File: src/rtl/alu_cmd_issuer.sv
// Command issuer for the ALU: buffers packets in a FIFO and sequences operands, CE and RES_VALID.
// Optional ALU_ISSUER_STATS_EN adds saturating ISSUE_CNT / SPLIT_CNT counters.
module alu_cmd_issuer #(
   parameter int unsigned WIDTH       = 8,
   parameter int unsigned DEPTH       = 4,
   parameter int unsigned LATENCY     = 1,
   parameter int unsigned MUL_LATENCY = 2,
   parameter int unsigned SPLIT_GAP   = 2
) (
   input  logic                     CLK,
   input  logic                     RST,
   input  logic                     IN_VALID,
   output logic                     IN_READY,
   input  logic                     IN_MODE,
   input  logic [3:0]               IN_CMD,
   input  logic [WIDTH-1:0]         IN_OPA,
   input  logic [WIDTH-1:0]         IN_OPB,
   input  logic                     IN_CIN,
   input  logic                     IN_SPLIT,
   output logic [1:0]               INP_VALID,
   output logic                     MODE,
   output logic [3:0]               CMD,
   output logic                     CE,
   output logic [WIDTH-1:0]         OPA,
   output logic [WIDTH-1:0]         OPB,
   output logic                     CIN,
   output logic                     RES_VALID,
   output logic                     BUSY,
   output logic [$clog2(DEPTH):0]   FIFO_COUNT
`ifdef ALU_ISSUER_STATS_EN
   ,
   output logic [15:0]              ISSUE_CNT,
   output logic [15:0]              SPLIT_CNT
`endif
);

   localparam int unsigned AW = $clog2(DEPTH);
   localparam int unsigned PW = 2 * WIDTH + 7;
   localparam int unsigned CW = 8;

   typedef enum logic [2:0] {StIdle, StIssue, StIssueA, StGap, StIssueB, StWait} state_e;

   state_e           state_q, state_d;
   logic [CW-1:0]    cnt_q, cnt_d;
   logic [PW-1:0]    mem_q [DEPTH];
   logic [AW-1:0]    wr_ptr_q, rd_ptr_q;
   logic [AW:0]      count_q;
   logic             push, pop;
   logic [PW-1:0]    pkt_in;
   logic             hd_mode, hd_cin, hd_split;
   logic [3:0]       hd_cmd;
   logic [WIDTH-1:0] hd_opa, hd_opb;
   logic             mode_q, mode_d, cin_q, cin_d, split_q, split_d;
   logic [3:0]       cmd_q, cmd_d;
   logic [WIDTH-1:0] opa_q, opa_d, opb_q, opb_d, pend_opb_q, pend_opb_d;
   logic [CW-1:0]    lat_sel;

   assign pkt_in   = {IN_MODE, IN_CMD, IN_OPA, IN_OPB, IN_CIN, IN_SPLIT};
   assign {hd_mode, hd_cmd, hd_opa, hd_opb, hd_cin, hd_split} = mem_q[rd_ptr_q];
   assign IN_READY = !RST && (count_q < (AW + 1)'(DEPTH));
   assign push     = IN_VALID && IN_READY;

   always_ff @(posedge CLK) begin
      if (push) mem_q[wr_ptr_q] <= pkt_in;
   end

   always_ff @(posedge CLK) begin
      if (RST) begin
         wr_ptr_q <= '0;
         rd_ptr_q <= '0;
         count_q  <= '0;
      end else begin
         if (push) wr_ptr_q <= wr_ptr_q + 1'b1;
         if (pop)  rd_ptr_q <= rd_ptr_q + 1'b1;
         if (push && !pop)      count_q <= count_q + 1'b1;
         else if (!push && pop) count_q <= count_q - 1'b1;
      end
   end

   // Multiplies (MODE=1, CMD 9/10) take the longer ALU latency.
   assign lat_sel = (mode_q && (cmd_q == 4'd9 || cmd_q == 4'd10)) ? CW'(MUL_LATENCY)
                                                                  : CW'(LATENCY);

   always_comb begin
      state_d    = state_q;
      cnt_d      = cnt_q;
      pop        = 1'b0;
      mode_d     = mode_q;
      cmd_d      = cmd_q;
      cin_d      = cin_q;
      split_d    = split_q;
      opa_d      = opa_q;
      opb_d      = opb_q;
      pend_opb_d = pend_opb_q;
      unique case (state_q)
         StIdle: begin
            if (count_q != '0) begin
               pop        = 1'b1;
               mode_d     = hd_mode;
               cmd_d      = hd_cmd;
               cin_d      = hd_cin;
               split_d    = hd_split;
               opa_d      = hd_opa;
               pend_opb_d = hd_opb;
               opb_d      = hd_split ? '0 : hd_opb;
               state_d    = hd_split ? StIssueA : StIssue;
            end
         end
         StIssue: begin
            state_d = StWait;
            cnt_d   = lat_sel;
         end
         StIssueA: begin
            if (SPLIT_GAP > 0) begin
               state_d = StGap;
               cnt_d   = CW'(SPLIT_GAP);
            end else begin
               state_d = StIssueB;
               opb_d   = pend_opb_q;
            end
         end
         StGap: begin
            if (cnt_q <= CW'(1)) begin
               state_d = StIssueB;
               opb_d   = pend_opb_q;
            end else begin
               cnt_d = cnt_q - 1'b1;
            end
         end
         StIssueB: begin
            state_d = StWait;
            cnt_d   = lat_sel;
         end
         StWait: begin
            if (cnt_q <= CW'(1)) state_d = StIdle;
            else                 cnt_d   = cnt_q - 1'b1;
         end
         default: state_d = StIdle;
      endcase
   end

   always_comb begin
      INP_VALID = 2'b00;
      unique case (state_q)
         StIssue:  INP_VALID = 2'b11;
         StIssueA: INP_VALID = 2'b01;
         StIssueB: INP_VALID = 2'b10;
         default:  INP_VALID = 2'b00;
      endcase
   end

   assign BUSY      = (state_q != StIdle);
   assign CE        = BUSY;
   assign RES_VALID = (state_q == StWait) && (cnt_q <= CW'(1));
   assign MODE      = mode_q;
   assign CMD       = cmd_q;
   assign CIN       = cin_q;
   assign OPA       = opa_q;
   assign OPB       = opb_q;
   assign FIFO_COUNT = count_q;

   always_ff @(posedge CLK) begin
      if (RST) begin
         state_q    <= StIdle;
         cnt_q      <= '0;
         mode_q     <= 1'b0;
         cmd_q      <= '0;
         cin_q      <= 1'b0;
         split_q    <= 1'b0;
         opa_q      <= '0;
         opb_q      <= '0;
         pend_opb_q <= '0;
      end else begin
         state_q    <= state_d;
         cnt_q      <= cnt_d;
         mode_q     <= mode_d;
         cmd_q      <= cmd_d;
         cin_q      <= cin_d;
         split_q    <= split_d;
         opa_q      <= opa_d;
         opb_q      <= opb_d;
         pend_opb_q <= pend_opb_d;
      end
   end

`ifdef ALU_ISSUER_STATS_EN
   logic [15:0] issue_cnt_q, split_cnt_q;

   always_ff @(posedge CLK) begin
      if (RST) begin
         issue_cnt_q <= '0;
         split_cnt_q <= '0;
      end else if (RES_VALID) begin
         if (issue_cnt_q != 16'hFFFF) issue_cnt_q <= issue_cnt_q + 1'b1;
         if (split_q && split_cnt_q != 16'hFFFF) split_cnt_q <= split_cnt_q + 1'b1;
      end
   end

   assign ISSUE_CNT = issue_cnt_q;
   assign SPLIT_CNT = split_cnt_q;
`endif

endmodule

File: config.mk
export PLATFORM = sky130hd
export DESIGN_NAME = alu_cmd_issuer
export DESIGN_NICKNAME = d
export VERILOG_FILES = /design/src/rtl/alu_cmd_issuer.sv
export SDC_FILE = /design/constraint.sdc
export NUM_CORES = 1
export LEC_CHECK = 0
export CAP_MARGIN = 20
export CORE_MARGIN = 1.5
export CORE_UTILIZATION = 60
export DETAILED_ROUTE_END_ITERATION = 8
export PLACE_DENSITY = 0.83
export SLEW_MARGIN = 20
export SYNTH_ARGS = -nofsm -noshare
export SYNTH_HDL_FRONTEND = slang
export SYNTH_SLANG_ARGS = --single-unit
File: constraint.sdc
create_clock -name CLK -period 8.5 [get_ports CLK]
set_clock_uncertainty 0.2 [all_clocks]
set_input_delay 1.7 -clock CLK [delete_from_list [all_inputs] [get_ports CLK]]
set_output_delay 1.7 -clock CLK [all_outputs]
set_load 0.1 [all_outputs]
Word level (Yosys, flattened, before mapping) --
Memory sizes are Yosys's and may differ from the RTL's. A register that Yosys moved wholly into a read port is not among the register bits. Index checks and enable logic that the tools add are counted. Widths: inputs -> output; s select.
Storage, ports and cells: logic and storage cells 73, bits of input ports 26, bits in writable memories 92, output and inout port bits 31, memories kept 1, memory bits (read-only) 0, bits in registers 48, bits in latches 0
Memories:
- mem_q | depth 4, width 23, rd ports 1, clocked after Yosys merged registers in 1, write ports 1, line 45 | logic [PW-1:0] mem_q [DEPTH];
Cells by class: div/mod/pow operators 0, $lt $le $gt $ge 2, shifts and indexed selects 0, equality and inequality tests 11, bitwise operators 0, multiply operators 0, $add $sub $neg 5, muxes and demuxes 21, reduce and logical (&&, ||, !) cells 22
Operators by type and width (number):
- $mux 8 | 4
- $pmux 8 s3 | 1
- $pmux 8 s2 | 1
- $mux 3 | 5
- $pmux 3 s5 | 1
- $reduce_bool 3->1 | 3
- $eq 4x4->1 const B | 2
- $le 8x1->1 const B | 1
- $mux 2 | 4
- $ne 2x2->1 const B | 4
- $sub 8x1->8 const B | 1
- $eq 3x2->1 const B | 2
- $eq 3x3->1 const B | 2
- $logic_and 1x1->1 | 6
- $pmux 2 s3 | 1
- $reduce_and 3->1 | 2
- $add 2x1->2 const B | 2
- $mux 1 | 4
- $reduce_and 2->1 | 2
- $reduce_bool 2->1 | 2
- $reduce_or 2->1 | 2
- $add 3x1->3 const B | 1
- $eq 3x1->1 const B | 1
- $logic_not 1->1 | 3
- other kinds (4) | 4

Longest topological paths before layout --
word-level depth 7, mapped depth 11, depth with buffers taken out 9

Least setup slack after synthesis --
OpenSTA, ideal clock, no wires.
path type input-to-output, start input port RST, end output port IN_READY, required time 6.600 ns, arrival time 3.204 ns, path buffers 1, cell stages on the path 2, path slack 3.396 ns, cells stage by stage buf_2 nor2_1
On the way: word-level cells in the longest chain between the ends 2
RTL lines:
- start, declared | line 11 | input logic RST,
- $logic_not 1->1 | line 60 | assign IN_READY = !RST && (count_q < (AW + 1)'(DEPTH));
- $logic_and 1x1->1 | line 60
- end, declared | line 13 | output logic IN_READY,
No other way between the ends.

Worst setup path after layout --
Same ends and word-level chain as after synthesis.

==> results.sh <==
export IMPL_outcome="complete, no violations"
export IMPL_cp_slowest_cell="clkdlybuf4s50_1"
export IMPL_r2r_start="state_q[2]"
export IMPL_final_cell_mix="edfxtp_1, nand2_1, clkdlybuf4s50_1"
export IMPL_worstMarginPinSlew_ns=0.9877
export IMPL_required_ns=6.60
export IMPL_swShare=0.4212
export IMPL_fillerInstances=545
export IMPL_die_y_um=100.0
export IMPL_syn_avg_cell_area_um2=14.40
export IMPL_vias_per_cell=6.017
export IMPL_clock_latency_ns=0.52
export IMPL_cts_sinks=142
export IMPL_antenna_found_initial=0
export IMPL_drt_iter0_drc=310
export IMPL_core_area_mm2=0.009196
export IMPL_grt_pass1_wl_um=17750
export IMPL_io_buffer_count=56
export IMPL_syn_nets=426
export IMPL_drtPass1Iterations=5
export IMPL_ctsHoldBuffers=0
export IMPL_tns_ns=0
export IMPL_start_util=0.6140
export IMPL_period_share=0.6784
export IMPL_syn_area_mm2=0.005647
export IMPL_final_hold_violation_count=0
export IMPL_p_switching_mw=1.159
export IMPL_cts_tree="built"
export IMPL_die_area_mm2=0.01000
export IMPL_peakVddDrop_mv=0.3124
export IMPL_synth_cells=392
export IMPL_powerDensity_mw_per_mm2=403.4
export IMPL_drc=0
export IMPL_arrival_ns=3.87
export IMPL_slew_violations=0
export IMPL_ys_types=51
export IMPL_fp_dieW_um=100.0
export IMPL_hp_class="reg2reg"
export IMPL_rsz0062_at_grt="false"
export IMPL_hpwl_um=6680
export IMPL_yosysWarnings=0
export IMPL_clockBufferDepth=2
export IMPL_critical_path_class="in2out"
export IMPL_multi_input_area_mm2=0.001678
export IMPL_fmax_mhz=173.4
export IMPL_combPwrFrac=0.396
export IMPL_final_min_clock_period_ns=5.766
export IMPL_vias=3448
export IMPL_n_antenna_cell=0
export IMPL_cts_buffers=17
export IMPL_wl_um=11160
export IMPL_worstHoldStart="pend_opb_q[3]"
export IMPL_hold_path_cell_count=2
export IMPL_seqCellArea_mm2=0.003765
export IMPL_setup_viol=0
export IMPL_reg2reg_depth=9
export IMPL_async_flop_share=0
export IMPL_p_int_mw=1.592
export IMPL_ys_seq_area_frac=0.6665
export IMPL_num_io_pins=57
export IMPL_crit_chain="clkdlybuf4s50_1 -> buf_4 -> nor2_1 -> clkdlybuf4s50_1"
export IMPL_grt_total_usage=0.2416
export IMPL_utilization=0.7414
export IMPL_hold_slack_ns=0.2606
export IMPL_routedWlPerCell_um=19.47
export IMPL_regToRegSetupSlack_ns=5.31
export IMPL_crit_family="buffers and inverters"
export IMPL_cts_setup_buffers=0
export IMPL_max_stage_delay_ns=1.19
export IMPL_ant_nets=0
export IMPL_cts_resized=0
export IMPL_maxCapViolCount=0
export IMPL_grt_overflow_total=0
export IMPL_ys_ff_latch=142
export IMPL_worst_path_max_fanout=37
export IMPL_drive_gt1_frac=0.1558
export IMPL_clk_pin_slew_ns=0.06
export IMPL_max_slew_margin_rel=0.3395
export IMPL_cts_max_level=4
export IMPL_path_common_cell="clkdlybuf4s50_1"
export IMPL_start_kind="primary input"
export IMPL_ys_flop_type="edfxtp_1"
export IMPL_min_delay_worst_endpoint="pend_opb_q[3]"
export IMPL_area_delta_synth_final_pct=20.74
export IMPL_endpoint_kind="primary output"
export IMPL_seqPwrFrac=0.345
export IMPL_nets=483
export IMPL_root_buffer="clkbuf_8"
export IMPL_leakage_nw=2.363
export IMPL_clock_power_share=0.259
export IMPL_grt_start_max_net_pins=38
export IMPL_r2r_end="FIFO_COUNT[2]"
export IMPL_power_total_mw=2.750
export IMPL_path_buf_inv=3
export IMPL_gp_congestion=0.8191
export IMPL_placementRows=35
export IMPL_synth_edff_count=92
export IMPL_layout_commonest_cell="edfxtp_1"
export IMPL_grt_pass1_vias=3623
-- per-stage QoR --
step,std cells,cell area [um2],setup WS (ns)
final,573,6818,2.734
after global placement,541,6240,2.805
after global routing,573,6818,2.650
after detailed placement,541,6240,2.760
after CTS,573,6818,2.745
after floorplan,392,5647,3.396
-- worst max-delay path by stage --
stage / start / slack [ns] / cells after the start / endpoint
4_1_cts: RST / 2.74 / 4 / IN_READY
6_report: RST / 2.73 / 4 / IN_READY
3_5_place_dp: RST / 2.76 / 4 / IN_READY
3_3_place_gp: RST / 2.80 / 4 / IN_READY
5_1_grt: RST / 2.65 / 4 / IN_READY
2_1_floorplan: RST / 3.40 / 2 / IN_READY
-- flip-flops by register name, summed over array words and instances (netlist names), named ones only --
name and count:
wr_ptr_q 2, CIN 1, rd_ptr_q 2, OPA 8
OPB 8, CMD 4, mem_q 92, pend_opb_q 8
FIFO_COUNT 3, MODE 1, cnt_q 8, state_q 3
-- worst register-to-register path, delay by kind of cell, from the launching register on --
family | cells | cell delay (ns)
xor gates and xnor gates | 1 | 0.16
buffers and inverters | 2 | 0.67
and+or+nand+nor | 3 | 0.66
AOI/OAI and AO/OA | 1 | 0.14
DFF | 1 | 0.59
adders and majority gates | 2 | 0.70
-- per-layer routing --
| layer | share of wire | vias to the layer above | GRT usage |
|---|---|---|---|
| met5 | 0 | - | 0 |
| met4 | 0.027 | 0 | 0.1203 |
| met3 | 0.055 | 27 | 0.05501 |
| met2 | 0.53 | 140 | 0.4150 |
| met1 | 0.39 | 1688 | 0.2887 |
| li1 | - | 1593 | - |
-- layout make-up --
cell class,instances,area share
clock buffer,18,0.06130
clock inverter,14,0.02349
inverter,12,0.006607
multi-input combinational,213,0.2461
sequential,142,0.5522
tap,111,0.02037
timing repair buffer,63,0.08992
-- logic make-up after synthesis --
logic type,Yosys count,synth area share
DFF,142,0.6665
and+or+nand+nor,103,0.08620
AOI/OAI and AO/OA,67,0.08132
buffers and inverters,37,0.03634
muxes,24,0.09351
xor gates and xnor gates,11,0.01706
adders and majority gates,8,0.01906
-- power by group through the flow --
stage	combinational [mW]	clock, mW	sequential [mW]
finish	1.09	0.713	0.949
CTS	1.09	0.719	0.952
global route	1.15	0.748	0.965
floorplan	0.589	0	1.23
detailed placement	1.07	0	0.963
global placement	1.05	0	0.956
-- cells in the mapped netlist (2+ instances only) --
cell type | instances | share of area
edfxtp_1 | 92 | 0.49
nand2_1 | 57 | 0.038
dfxtp_1 | 50 | 0.18
a21oi_1 | 26 | 0.023
mux4_2 | 23 | 0.092
nor2_1 | 15 | 0.010
inv_1 | 12 | 0.0080
a31oi_1 | 9 | 0.010
buf_2 | 9 | 0.0080
o31ai_1 | 9 | 0.012
clkbuf_1 | 7 | 0.0047
ha_1 | 7 | 0.016
xnor2_1 | 6 | 0.0093
and3_1 | 5 | 0.0055
xor2_1 | 5 | 0.0078
a2111o_1 | 4 | 0.0080
nor3_1 | 4 | 0.0035
o2111ai_1 | 4 | 0.0062
clkbuf_8 | 3 | 0.0073
nand3_1 | 3 | 0.0027
o21ai_0 | 3 | 0.0027
or3_1 | 3 | 0.0033
and2_1 | 2 | 0.0022
buf_1 | 2 | 0.0013
buf_6 | 2 | 0.0040
o211ai_1 | 2 | 0.0027
or2_2 | 2 | 0.0022
or3_2 | 2 | 0.0027
or4_1 | 2 | 0.0027
Note: power is estimated with default switching activity, not from simulation.
